**config.mk**
```make
export PLATFORM = sky130hd
export DESIGN_NAME = rd_addr_data_arbiter
export DESIGN_NICKNAME = d
export VERILOG_FILES = /design/src/rtl/rd_addr_data_arbiter.sv
export SDC_FILE = /design/constraint.sdc
export NUM_CORES = 1
export LEC_CHECK = 0
export CAP_MARGIN = 0
export CORE_ASPECT_RATIO = 1.4
export CORE_UTILIZATION = 32
export DETAILED_ROUTE_END_ITERATION = 16
export GPL_ROUTABILITY_DRIVEN = 0
export PLACE_DENSITY = 0.67
export SLEW_MARGIN = 20
export SYNTH_ARGS = -nofsm -noshare
export SYNTH_HDL_FRONTEND = slang
export SYNTH_SLANG_ARGS = --single-unit
```
**constraint.sdc**
```tcl
create_clock -name clk -period 2.9 [get_ports clk]
set_clock_uncertainty 0.1 [all_clocks]
set_input_delay 0.435 -clock clk [delete_from_list [all_inputs] [get_ports clk]]
set_output_delay 0.435 -clock clk [all_outputs]
set_load 0.01 [all_outputs]
```
**src/rtl/rd_addr_data_arbiter.sv**
```systemverilog
// rd_addr_data_arbiter
//   Locks onto one of NUM_CH read-address sources, selected by a command
//   stream (instr), and forwards that channel's addresses to the data-side
//   FSM as a registered valid/ready stream. A channel switch requested while
//   a beat is stalled waits in DRAIN until the stalled beat is accepted.
//
// Ports
//   clk           rising-edge clock
//   rst           synchronous reset, active low
//   ch_addr       packed channel addresses, channel i in [i*AW +: AW]
//   ch_req        per-channel address valid
//   ch_ack        per-channel address accepted (combinational, one-hot)
//   instr         channel select command; all-ones (HOLD) releases the lock
//   instr_valid   command valid
//   instr_ready   command ready (low in DRAIN and during reset)
//   rd_addr       registered read address
//   rd_valid      read address valid
//   rd_ready      read address accepted by the consumer
//   sel_out       currently selected channel
//   locked        high while a channel is held (LOCKED or DRAIN)
//   err_bad_instr one-cycle pulse after an out-of-range command
//   beat_cnt      beats issued since the last lock change (saturating)

module rd_addr_data_arbiter #(
  parameter int BUFFER_SIZE = 1024,
  parameter int NUM_CH      = 3,
  localparam int AW   = (BUFFER_SIZE <= 1) ? 1 : $clog2(BUFFER_SIZE),
  localparam int SELW = ((NUM_CH + 1) <= 1) ? 1 : $clog2(NUM_CH + 1)
) (
  input  logic                 clk,
  input  logic                 rst,
  input  logic [NUM_CH*AW-1:0] ch_addr,
  input  logic [NUM_CH-1:0]    ch_req,
  output logic [NUM_CH-1:0]    ch_ack,
  input  logic [SELW-1:0]      instr,
  input  logic                 instr_valid,
  output logic                 instr_ready,
  output logic [AW-1:0]        rd_addr,
  output logic                 rd_valid,
  input  logic                 rd_ready,
  output logic [SELW-1:0]      sel_out,
  output logic                 locked,
  output logic                 err_bad_instr,
  output logic [AW:0]          beat_cnt
);

  localparam logic [SELW-1:0] HOLD_CODE = '1;
  localparam logic [SELW-1:0] NUM_CH_W  = SELW'(NUM_CH);

  typedef enum logic [1:0] {
    IDLE   = 2'd0,
    LOCKED = 2'd1,
    DRAIN  = 2'd2
  } state_t;

  state_t          state;
  logic [SELW-1:0] pending;

  logic            instr_fire;
  logic            instr_bad;
  logic            instr_legal;
  logic            req_sel;
  logic [AW-1:0]   addr_sel;
  logic            issue;
  logic            stalled;
  logic            go_drain;
  logic            apply_now;
  logic [SELW-1:0] apply_code;

  assign instr_ready = rst && (state != DRAIN);
  assign instr_fire  = instr_valid && instr_ready;
  // Codes between the last channel and HOLD name no channel.
  assign instr_bad   = instr_fire && (instr >= NUM_CH_W) && (instr != HOLD_CODE);
  assign instr_legal = instr_fire && !instr_bad;
  assign stalled     = rd_valid && !rd_ready;

  // Mux the selected channel's request and address.
  always_comb begin
    req_sel  = 1'b0;
    addr_sel = '0;
    for (int i = 0; i < NUM_CH; i++) begin
      if (sel_out == SELW'(i)) begin
        req_sel  = ch_req[i];
        addr_sel = ch_addr[i*AW +: AW];
      end
    end
  end

  // A command accepted this cycle takes priority over issuing a beat, so the
  // old channel is never acknowledged once a switch has been accepted.
  assign issue = rst && (state == LOCKED) && req_sel && !stalled && !instr_fire;

  always_comb begin
    ch_ack = '0;
    for (int i = 0; i < NUM_CH; i++) begin
      ch_ack[i] = issue && (sel_out == SELW'(i));
    end
  end

  // Decide whether a command takes effect at this edge, and which one.
  always_comb begin
    go_drain   = 1'b0;
    apply_now  = 1'b0;
    apply_code = instr;
    case (state)
      IDLE: begin
        apply_now = instr_legal;
      end
      LOCKED: begin
        go_drain  = instr_legal && stalled;
        apply_now = instr_legal && !stalled;
      end
      DRAIN: begin
        apply_now  = !stalled;
        apply_code = pending;
      end
      default: begin
        apply_now = 1'b0;
      end
    endcase
  end

  always_ff @(posedge clk) begin
    if (!rst) begin
      state         <= IDLE;
      locked        <= 1'b0;
      sel_out       <= '0;
      pending       <= '0;
      rd_addr       <= '0;
      rd_valid      <= 1'b0;
      err_bad_instr <= 1'b0;
      beat_cnt      <= '0;
    end else begin
      err_bad_instr <= instr_bad;

      if (issue) begin
        rd_addr  <= addr_sel;
        rd_valid <= 1'b1;
        if (beat_cnt != '1) begin
          beat_cnt <= beat_cnt + 1'b1;
        end
      end else if (rd_valid && rd_ready) begin
        rd_valid <= 1'b0;
      end

      // Issue never coincides with a command taking effect, so the
      // beat_cnt writes below cannot collide with the increment above.
      if (go_drain) begin
        state   <= DRAIN;
        pending <= instr;
      end else if (apply_now) begin
        if (apply_code == HOLD_CODE) begin
          state  <= IDLE;
          locked <= 1'b0;
        end else begin
          state    <= LOCKED;
          locked   <= 1'b1;
          sel_out  <= apply_code;
          beat_cnt <= '0;
        end
      end
    end
  end

endmodule

```
==> reports/results.tsv <==
metric	value	unit
H-Tree Depth	2	
cell taking the most area after synthesis	dfxtp_1	
outcome	finished, final reports clean	
die area	5062	sq um
Hold Crit Class	reg -> reg	
I/O Buffers	68	
PwrDens	365.8	nW/um^2
minimum clock period after layout	2.751	ns
Vert. Die Dim	83.79	um
Sinks on Clock Net	30	
CTS max path bufs	2	
EDFF count, synth	0	
worst hold margin	0.3971	ns
Core ar.	4572	sq um
worst rel slew slack	58.13	%
RSZ-0062 raised after global routing	no	
Multi-input gate area	892.1	sq um
Clock Latency Late Sink	0.28	ns
gr usage total	16.91	%
DRC	0	
sequential share of the synthesized area	39.28	%
most frequent cells in the layout	67 x clkdlybuf4s50_1, 30 x dfxtp_1, 19 x nand2_1	
largest net degree at the start of global routing	23	
Max-cap violations	0	
DRT iter0 DRCs	26	
Int Pwr	687.0	uW
Worst R2R Path Depth	5	
Final Util	53.17	%
top_reg_cell synth	dfxtp_1	
IO Pins	69	
Max FO, Critical Path	7	
CTS tree	yes	
Setup Viol. Count Final	0	
Detailed Routing Iterations Pass 1	4	
CTS Buf Count	5	
leakage	0.0009586	uW
first-pass GRT wire length	6492	um
Combinational Power Share	13.9	%
VDD IR max	0.2321	mV
die width	60.42	um
final instance area	2431	sq um
cell count after synthesis	167	
Worst Hold Depth	1	
FF+latch area	600.6	sq um
WL per Instance	12.86	um
sw power	202.2	uW
Vias/cell	5.010	
commonest non-fill, non-tap cell in the layout	clkdlybuf4s50_1	
f_max	363.4	MHz
placed insts	299	
Total Wirelength	3948	um
Slew Viols, Final	0	
Synth Area per Inst	9.155	sq um
area grow syn2layout	59.00	%
Post-CTS Setup Repair Bufs	0	
Sw Ratio	22.74	%
top cells by area, synth	dfxtp_1 39%, mux2i_1 9.8%, o211a_1 6.5%, o211ai_1 4.9%, nand2_1 4.7%	
Ant. Diodes	0	
fillers	477	
Starting Density	33.44	%
global routing usage on met3	5.116	%
Worst Setup End Kind	output port	
GR Util met2	28.47	%
ANT nets after route	0	
Final #Nets	284	
Post-synth ARST share	0	%
Final Non-Filler Cells	307	
met1 Use GR	18.58	%
syn nets	207	
top-area cell type share of the netlist area	39.28	%
via count	1538	
share of layout cells above drive strength 1	10.61	%
Critical Path AT	2.22	ns
Worst Setup Start Kind	input pin	
Most Used Layer, Global Route	met2	
Clock Power Share	38.5	%
final cycle utilization of the critical path	94.88	%
GRT overflow	0	
Reg clk slew, reported paths	0.06	ns
sequential group share of total power	47.6	%
placed cell areas	2331	sq um
CP Class	in -> out	
vias in the first global route	1462	
worst-margin pin slew	0.6233	ns
Ys Warns	0	
std cell rows	29	
Yosys cell types	40	
final hold vios	0	
mapped cell area	1529	sq um
Synth Register Bits	30	
dpl hpwl	3020	um
antenna violations before repair	0	
Root Buffer	clkbuf_8	
Hold Buf Count CTS	0	
critical path required time	2.37	ns
[logic make-up after synthesis]
logic type               count (synthesis)  synth area share, %
XOR/XNOR                                 6                3.437
multiplexers                            17                11.29
adder cells (fa/ha/maj)                  1               0.8182
AO/OA/AOI/OAI                           39                20.70
flip-flops                              30                39.28
other                                    1               0.2453
AND/OR/NAND/NOR                         63                21.44
buffers and inverters                   10                2.782
[metrics by stage]
stage | setup TNS (ns) | worst slack (ns) | power, uW
2_1_floorplan | 0 | 0.8499 | 476.5
3_3_place_gp | -0.001105 | -0.001105 | 555.8
5_1_grt | 0 | 0.04183 | 932.5
4_1_cts | 0 | 0.04709 | 903.5
6_report | 0 | 0.1485 | 889.2
3_5_place_dp | -0.02428 | -0.02428 | 557.4
[final timing paths]
path	startpoint	endpoint	slack, ns
setup reg to reg	state[0]	beat_cnt[6]	0.80
hold / removal	rd_addr[7]	rd_addr[7]	0.40
hold reg to reg	rd_addr[7]	rd_addr[7]	0.40
setup / recovery	rd_ready	ch_ack[0]	0.15
[metal layers]
metal,up-vias,routed length [um]
met5,-,0
met4,0,110
met3,11,243
met2,55,1990
met1,694,1604
li1,778,-
[synthesized netlist by cell type (3+ instances only)]
cell type / number
nor2_1: 12
a21boi_0: 3
a21oi_1: 4
nor4_1: 3
nor3_1: 4
o211ai_1: 10
nand3_1: 7
mux2i_1: 15
nor2b_1: 3
xnor2_1: 5
buf_2: 4
dfxtp_1: 30
o211a_1: 10
clkbuf_1: 5
nand2_1: 19
[critical path, stage by stage]
cell and delay, ns:
clkdlybuf4s50_1 0.50, nor2b_4 0.07, nor4_2 0.24, buf_4 0.16, nand2_1 0.09, nor3_1 0.15, clkdlybuf4s50_1 0.56
[flip-flops by register name (all words and copies together) (netlist names)]
signal / flops
rd_valid: 1
beat_cnt: 11
err_bad_instr: 1
state: 2
pending: 2
locked: 1
sel_out: 2
rd_addr: 10
[area by class of cell]
| class | instances | area share (%) |
|---|---|---|
| inverter | 1 | 0.1544 |
| timing repair buffer | 79 | 31.50 |
| multi-input combinational | 127 | 36.70 |
| clock inverter | 1 | 0.2059 |
| sequential | 30 | 24.70 |
| clock buffer | 7 | 3.551 |
| tap | 62 | 3.191 |
[power by group through the flow]
| stage | sequential (uW) | combinational (uW) | clock (uW) |
|---|---|---|---|
| after floorplan | 434 | 43.0 | 0 |
| after global placement | 432 | 123 | 0 |
| after detailed placement | 433 | 125 | 0 |
| after CTS | 424 | 126 | 354 |
| after global routing | 424 | 135 | 373 |
| final | 423 | 124 | 342 |
[what timing repair did]
action | 4_1_cts | 5_1_grt
gates resized for setup | 1 | 1
endpoints found under the hold margin | 0 | 0
setup endpoints to repair | 1 | 1
(Power assumes the default switching activity.)
